## config.mk

```make
export PLATFORM = sky130hd
export DESIGN_NAME = vga_timing_ctrl
export DESIGN_NICKNAME = d
export VERILOG_FILES = /design/src/rtl/vga_pkg.sv /design/src/rtl/vga_delay_line.sv /design/src/rtl/vga_timing_ctrl.sv
export SDC_FILE = /design/constraint.sdc
export NUM_CORES = 1
export LEC_CHECK = 0
export BUFFER_PORTS_ARGS = -buffer_cell sky130_fd_sc_hd__buf_2
export CORE_MARGIN = 2
export CORE_UTILIZATION = 40
export CTS_BUF_LIST = sky130_fd_sc_hd__clkbuf_8
export DETAILED_ROUTE_END_ITERATION = 12
export PLACE_DENSITY_LB_ADDON = 0.1
export SYNTH_ARGS = -nofsm -noshare
export SYNTH_HDL_FRONTEND = slang
export SYNTH_SLANG_ARGS = --single-unit
```

## constraint.sdc

```tcl
create_clock -name clk -period 2 [get_ports clk]
set_input_delay 0.1 -clock clk [delete_from_list [all_inputs] [get_ports clk]]
set_output_delay 0.1 -clock clk [all_outputs]
set_load 0.05 [all_outputs]
```

## src/rtl/vga_pkg.sv

```systemverilog
// Shared VGA timing constants, colour field widths and sync-stage types.
// Latency: n/a (definitions only).
// Backpressure: n/a; the pixel generator imports this to agree on field widths.
package vga_pkg;

  // 640x480 @ 60 Hz defaults, in pixels / lines
  localparam int H_ACTIVE_D = 640;
  localparam int H_FP_D     = 16;
  localparam int H_SYNC_D   = 96;
  localparam int H_BP_D     = 48;
  localparam int V_ACTIVE_D = 480;
  localparam int V_FP_D     = 10;
  localparam int V_SYNC_D   = 2;
  localparam int V_BP_D     = 33;

  localparam int H_TOTAL = H_ACTIVE_D + H_FP_D + H_SYNC_D + H_BP_D;  // 800
  localparam int V_TOTAL = V_ACTIVE_D + V_FP_D + V_SYNC_D + V_BP_D;  // 525

  // Sync pulse windows, [start, end)
  localparam int H_SYNC_START = H_ACTIVE_D + H_FP_D;      // 656
  localparam int H_SYNC_END   = H_SYNC_START + H_SYNC_D;  // 752
  localparam int V_SYNC_START = V_ACTIVE_D + V_FP_D;      // 490
  localparam int V_SYNC_END   = V_SYNC_START + V_SYNC_D;  // 492

  // Counter and colour widths
  localparam int CNT_W   = 10;
  localparam int PIX_X_W = 10;
  localparam int PIX_Y_W = 9;
  localparam int COLOR_W = 4;
  localparam int RGB_W   = 3 * COLOR_W;

  // Per-pixel control carried alongside the pixel pipeline
  typedef struct packed {
    logic active;
    logic hsync;
    logic vsync;
  } sync_t;

  // Blanking with both syncs released (active-low)
  localparam sync_t SYNC_IDLE = '{active: 1'b0, hsync: 1'b1, vsync: 1'b1};

  // True when cnt lies in [lo, hi)
  function automatic logic in_window(input logic [CNT_W-1:0] cnt,
                                     input logic [CNT_W-1:0] lo,
                                     input logic [CNT_W-1:0] hi);
    return (cnt >= lo) && (cnt < hi);
  endfunction

endpackage

```

## src/rtl/vga_delay_line.sv

```systemverilog
// Enable-gated shift register that lines control bits up with a pipelined pixel source.
// Latency: DEPTH enabled cycles; DEPTH=0 is a plain wire.
// Backpressure: none; stages only advance when en_i is high, otherwise they hold.
module vga_delay_line #(
  parameter int               DEPTH   = 0,
  parameter int               WIDTH   = 1,
  parameter logic [WIDTH-1:0] RST_VAL = '0
) (
  input  logic             clk,
  input  logic             rst,
  input  logic             en_i,
  input  logic [WIDTH-1:0] din_i,
  output logic [WIDTH-1:0] dout_o
);

  if (DEPTH == 0) begin : g_wire
    // No storage: clock, reset and enable are intentionally unused here
    logic unused_ctrl;
    assign unused_ctrl = ^{clk, rst, en_i};
    assign dout_o = din_i;
  end else begin : g_shift
    logic [WIDTH-1:0] stage_q [DEPTH];

    // Shift one stage per enable; reset fills every stage with the idle value
    always_ff @(posedge clk or posedge rst) begin
      if (rst) begin
        for (int i = 0; i < DEPTH; i++) stage_q[i] <= RST_VAL;
      end else if (en_i) begin
        stage_q[0] <= din_i;
        for (int i = 1; i < DEPTH; i++) stage_q[i] <= stage_q[i-1];
      end
    end

    assign dout_o = stage_q[DEPTH-1];
  end

endmodule

```

## src/rtl/vga_timing_ctrl.sv

```systemverilog
// VGA raster timing: pixel divider, h/v counters, sync generation, registered colour out.
// Latency: sync/colour outputs trail coordinate issue by PIPE_LAT+1 pixel periods.
// Backpressure: none; free-running raster, rgb_in must be valid by the capturing pix_tick.
module vga_timing_ctrl
  import vga_pkg::*;
#(
  parameter int CLK_DIV  = 4,
  parameter int PIPE_LAT = 0,  // 0 only legal with CLK_DIV >= 2 (1-clk ROM latency)
  parameter int H_ACTIVE = H_ACTIVE_D,
  parameter int H_FP     = H_FP_D,
  parameter int H_SYNC   = H_SYNC_D,
  parameter int H_BP     = H_BP_D,
  parameter int V_ACTIVE = V_ACTIVE_D,
  parameter int V_FP     = V_FP_D,
  parameter int V_SYNC   = V_SYNC_D,
  parameter int V_BP     = V_BP_D
) (
  input  logic               clk,
  input  logic               rst,
  input  logic [RGB_W-1:0]   rgb_in,
  output logic [PIX_X_W-1:0] pix_x,
  output logic [PIX_Y_W-1:0] pix_y,
  output logic               pix_tick,
  output logic               hsync,
  output logic               vsync,
  output logic [COLOR_W-1:0] vga_r,
  output logic [COLOR_W-1:0] vga_g,
  output logic [COLOR_W-1:0] vga_b,
  output logic               frame_tick
);

  localparam int H_TOT = H_ACTIVE + H_FP + H_SYNC + H_BP;
  localparam int V_TOT = V_ACTIVE + V_FP + V_SYNC + V_BP;
  localparam int DIV_W = (CLK_DIV > 1) ? $clog2(CLK_DIV) : 1;

  localparam logic [DIV_W-1:0] DIV_LAST   = DIV_W'(CLK_DIV - 1);
  localparam logic [CNT_W-1:0] H_LAST     = CNT_W'(H_TOT - 1);
  localparam logic [CNT_W-1:0] V_LAST     = CNT_W'(V_TOT - 1);
  localparam logic [CNT_W-1:0] H_ACT_C    = CNT_W'(H_ACTIVE);
  localparam logic [CNT_W-1:0] V_ACT_C    = CNT_W'(V_ACTIVE);
  localparam logic [CNT_W-1:0] V_ACT_LAST = CNT_W'(V_ACTIVE - 1);
  localparam logic [CNT_W-1:0] HS_START   = CNT_W'(H_ACTIVE + H_FP);
  localparam logic [CNT_W-1:0] HS_END     = CNT_W'(H_ACTIVE + H_FP + H_SYNC);
  localparam logic [CNT_W-1:0] VS_START   = CNT_W'(V_ACTIVE + V_FP);
  localparam logic [CNT_W-1:0] VS_END     = CNT_W'(V_ACTIVE + V_FP + V_SYNC);

  logic [DIV_W-1:0]   div_q, div_d;
  logic [CNT_W-1:0]   h_q, h_d, v_q, v_d;
  logic               tick;
  sync_t              s0, s_dly;
  logic               hsync_q, vsync_q, frame_q, frame_d;
  logic [COLOR_W-1:0] r_q, g_q, b_q;

  // Last clock of each pixel period; held low while reset is asserted
  always_comb begin
    tick     = (div_q == DIV_LAST);
    pix_tick = tick & ~rst;
  end

  // Next-state for the divider and the raster counters
  always_comb begin
    div_d = tick ? '0 : div_q + DIV_W'(1);
    h_d   = h_q;
    v_d   = v_q;
    if (tick) begin
      if (h_q == H_LAST) begin
        h_d = '0;
        v_d = (v_q == V_LAST) ? '0 : v_q + CNT_W'(1);
      end else begin
        h_d = h_q + CNT_W'(1);
      end
    end
  end

  // Divider and raster counter state
  always_ff @(posedge clk or posedge rst) begin
    if (rst) begin
      div_q <= '0;
      h_q   <= '0;
      v_q   <= '0;
    end else begin
      div_q <= div_d;
      h_q   <= h_d;
      v_q   <= v_d;
    end
  end

  // Stage-0 decode of the current raster position and the coordinates handed out
  always_comb begin
    s0.active = (h_q < H_ACT_C) && (v_q < V_ACT_C);
    s0.hsync  = ~in_window(h_q, HS_START, HS_END);
    s0.vsync  = ~in_window(v_q, VS_START, VS_END);
    pix_x     = s0.active ? h_q : '0;
    pix_y     = s0.active ? v_q[PIX_Y_W-1:0] : '0;
  end

  // Hold sync/active back by the pixel generator's pipeline depth
  vga_delay_line #(
    .DEPTH   (PIPE_LAT),
    .WIDTH   ($bits(sync_t)),
    .RST_VAL (SYNC_IDLE)
  ) u_dly (
    .clk    (clk),
    .rst    (rst),
    .en_i   (tick),
    .din_i  (s0),
    .dout_o (s_dly)
  );

  // End of the last active line, one pulse per frame
  always_comb begin
    frame_d = tick && (h_q == H_LAST) && (v_q == V_ACT_LAST);
  end

  // Output registers: update once per pixel so pins are stable for the whole period
  always_ff @(posedge clk or posedge rst) begin
    if (rst) begin
      hsync_q <= 1'b1;
      vsync_q <= 1'b1;
      r_q     <= '0;
      g_q     <= '0;
      b_q     <= '0;
      frame_q <= 1'b0;
    end else begin
      if (tick) begin
        hsync_q <= s_dly.hsync;
        vsync_q <= s_dly.vsync;
        r_q     <= s_dly.active ? rgb_in[3*COLOR_W-1:2*COLOR_W] : '0;
        g_q     <= s_dly.active ? rgb_in[2*COLOR_W-1:COLOR_W]   : '0;
        b_q     <= s_dly.active ? rgb_in[COLOR_W-1:0]           : '0;
      end
      frame_q <= frame_d;
    end
  end

  assign hsync      = hsync_q;
  assign vsync      = vsync_q;
  assign vga_r      = r_q;
  assign vga_g      = g_q;
  assign vga_b      = b_q;
  assign frame_tick = frame_q;

endmodule

```

==> results.tsv <==
stage	metric	value	unit
setup_path	reg2reg_slack	0.19	ns
yosys	synthFlopType	dfrtp_1	
global_route	grt_pass1_wl	6817	um
global_route	grt_max_degree	38	
setup_path	r2r_end	v_q[4]	
die	start_util	0.4229	
yosys	synthAdderAreaFrac	0.03351	
yosys	syn-cell-area	1867	um^2
timing	min_period	1.820	ns
detailed_routing	met2_length	1851	um
run	drv_cap	0	
yosys	synth_top_family_by_area	simple AND/OR/NAND/NOR gates	
layout	design_area	2310	um^2
yosys	postSynthAreaPerCell	9.573	um^2
layout	synthToLayoutAreaGrowth	23.73	%
clock_network	clk_pin_slew	0.08	ns
worst_hold_path	min_delay_path_depth	3	
placed_design	dpl-instance-area	2202	um^2
detailed_routing	met3_length	203	um
clock_network	clock_latency	0.29	ns
worst_hold_path	holdPathEnd	vga_r[1]	
detailed_routing	wl_met1	1913	um
detailed_routing	drt_iter0_drc	94	
yosys	synth.area.mux_share	0.005362	
global_route	grt_antenna_before_repair	0	
setup_path	required	1.90	ns
yosys	syn-num-nets	214	
clock_network	clockBufferDepth	2	
timing	maxClockFrequency	0.5494	GHz
setup_path	r2r_cells	6	
clock_network	clockRootBuffer	clkbuf_8	
clock_network	cts_sinks	37	
layout	instances_no_fill	305	
worst_hold_path	min_path_type	in -> reg	
die	die_height	72.32	um
detailed_routing	vias	1579	
setup_path	crit_slowest_cell	dfrtp_1	
timing	rsz0062_at_grt	false	
timing	fin_crit_sh	0.9101	
yosys	yosys.area_share.simple	0.2674	
timing	worstMarginPinSlew	0.4799	ns
detailed_routing	totalWireLength	4035	um
timing	setup_ws	0.1798	ns
timing	drv_slew	0	
placed_design	dp_cells	296	
detailed_routing	dr.pass1.iters	4	
layout	n_antenna_cell	0	
setup_path	path_class	reg -> out	
yosys	synthCells	195	
yosys	ys_seq_elements	37	
global_route	grt-ovfl-total	0	
yosys	synth_edf_count	0	
layout	final_util	0.5232	
detailed_routing	vias_per_cell	5.177	
layout	fill_cells	432	
global_route	grt.total_usage	0.1693	
layout	final_common_cell	buf_2	
power_and_ir_drop	leakage	1.122	nW
timing	fin_setup_tns	0	ns
detailed_routing	drc	0	
die	ios	49	
die	die_w	72.32	um
power_and_ir_drop	irDropWorstVdd	0.0003732	V
timing	max_slew_margin	0.6771	
yosys	synth-compound-area-share	0.07440	
detailed_routing	post_drt_wl_per_cell	13.23	um
detailed_routing	routed.top_layer	met4	
timing	holdWs	0.04671	ns
yosys	async_reset_ff_frac	1.000	
setup_path	critPathArrivalTime	1.72	ns
die	fp.dieArea	5229	um^2
global_route	first_global_vias	1425	
die	num_rows	24	
clock_network	h-tree-depth	2	
placed_design	gp_congestion	0.8269	
timing	setup_viol	0	
placed_design	dp_slack	0.2000	ns
setup_path	startpoint_type	flop	
power_and_ir_drop	power	1.370	mW
power_and_ir_drop	p_per_area	593.1	nW/um^2
setup_path	path_buf_inv	2	
yosys	yosysSeqAreaShare	0.4973	
placed_design	dp_hpwl	2896	um
setup_path	end_kind	primary output	
clock_network	cts_tree	yes	
setup_path	r2r_start	v_q[0]	
yosys	ys_warn_count	0	
layout	drive_above_1_share	0.2846	
die	design.core.area	4414	um^2
detailed_routing	antenna_left	0	
setup_path	cp_cell_sequence	nand4_1, nand2_1, nor2_1, buf_4, and2_1, buf_2	
outcome	status	complete, no violations	
layout	layout_common_cells	43 x buf_2, 35 x dfrtp_1, 19 x inv_1, 19 x nor2_1, 16 x nand2_1	
clock_network	cts-buffers-inserted	5	
layout	fin_nets	271	
yosys	synth_cell_types	36	
placed_design	portBuffers	48	
timing	hold_viol	0	
setup_path	cp_max_fo	11	
timing	finClkSkew	0.01257	ns
worst_hold_path	min-delay-start	rgb_in[9]	
setup_path	slowest_delay	0.45	ns
setup_path	cpLargestDelayFamily	simple AND/OR/NAND/NOR gates	
yosys	yosys.area_share.xor_xnor	0.06568	
-- state kept, by name, indices dropped and copies added, names as in the netlist --
register and count:
h_q 10, vga_r 4, frame_tick 1, vga_b 4
vga_g 4, hsync 1, div_q 2, vsync 1
v_q 10
-- logic make-up (layout without fill, tap and decap cells) --
| family | count (synthesis) | in the layout |
|---|---|---|
| AOI/OAI and AO/OA | 23 | 23 |
| xor gates and xnor gates | 14 | 14 |
| adders and majority gates | 5 | 5 |
| buffers and inverters | 26 | 84 |
| DFF | 37 | 37 |
| muxes | 1 | 1 |
| and+or+nand+nor | 89 | 89 |
-- synth_stat cells, types with 2 or more instances --
| cell type | number | area (um^2) |
|---|---|---|
| dfrtp_1 | 35 | 875.8 |
| nor2_1 | 19 | 71.32 |
| inv_1 | 18 | 67.56 |
| nand2_1 | 16 | 60.06 |
| and2_1 | 14 | 87.58 |
| o22ai_1 | 12 | 75.07 |
| nand3_1 | 10 | 50.05 |
| xnor2_1 | 9 | 78.83 |
| nand4_1 | 6 | 37.54 |
| o21ai_0 | 6 | 30.03 |
| ha_1 | 5 | 62.56 |
| xor2_1 | 5 | 43.79 |
| nor4_1 | 4 | 25.02 |
| buf_2 | 3 | 15.01 |
| nand4b_1 | 3 | 26.28 |
| nor3_1 | 3 | 15.01 |
| a21oi_1 | 2 | 10.01 |
| and4_1 | 2 | 17.52 |
| buf_1 | 2 | 7.510 |
| clkbuf_1 | 2 | 7.510 |
| dfstp_2 | 2 | 52.55 |
| or2_2 | 2 | 12.51 |
| or4_1 | 2 | 15.01 |
-- routing by layer --
metal / GRT usage / vias up
met4: 0.07128 / 0
met1: 0.2449 / 753
met5: 0 / -
met3: 0.04444 / 8
li1: - / 781
met2: 0.2396 / 37
-- tightest hold or removal path, cell delays in order --
cell,delay [ns]
buf_2,0.09
nand2_1,0.05
o22ai_1,0.05
-- report_power, final --
| group | switching (mW) | internal (mW) | leakage, nW |
|---|---|---|---|
| logic | 0.0734 | 0.0266 | 0.605 |
| registers | 0.00530 | 0.760 | 0.468 |
| clock network | 0.268 | 0.237 | 0.0491 |
-- worst max path at each step --
stage / from / to / cells past startpoint / slack, ns
2_1_floorplan: h_q[8] / pix_x[0] / 6 / 0.03
3_3_place_gp: v_q[0] / v_q[2] / 6 / 0.20
3_5_place_dp: v_q[0] / v_q[4] / 6 / 0.20
4_1_cts: v_q[6] / pix_y[5] / 5 / 0.06
5_1_grt: v_q[0] / v_q[9] / 6 / 0.03
6_report: v_q[6] / pix_x[8] / 6 / 0.18
-- layout make-up --
type | count | area, um^2 | area share
timing repair buffer | 58 | 330.3 | 0.1430
clock buffer | 5 | 68.82 | 0.02979
inverter | 18 | 67.56 | 0.02925
multi-input combinational | 132 | 835.8 | 0.3619
sequential | 37 | 928.4 | 0.4019
tap | 52 | 65.06 | 0.02817
clock inverter | 3 | 13.76 | 0.005959
-- repair_timing --
action / CTS / global route
gates resized for setup: 0 / 6
setup endpoints to repair: 0 / 5
hold endpoints to repair: 35 / 0
buffers inserted: 0 / 0
hold buffers: 1 / 0
Note: power is estimated with default switching activity, not from simulation.
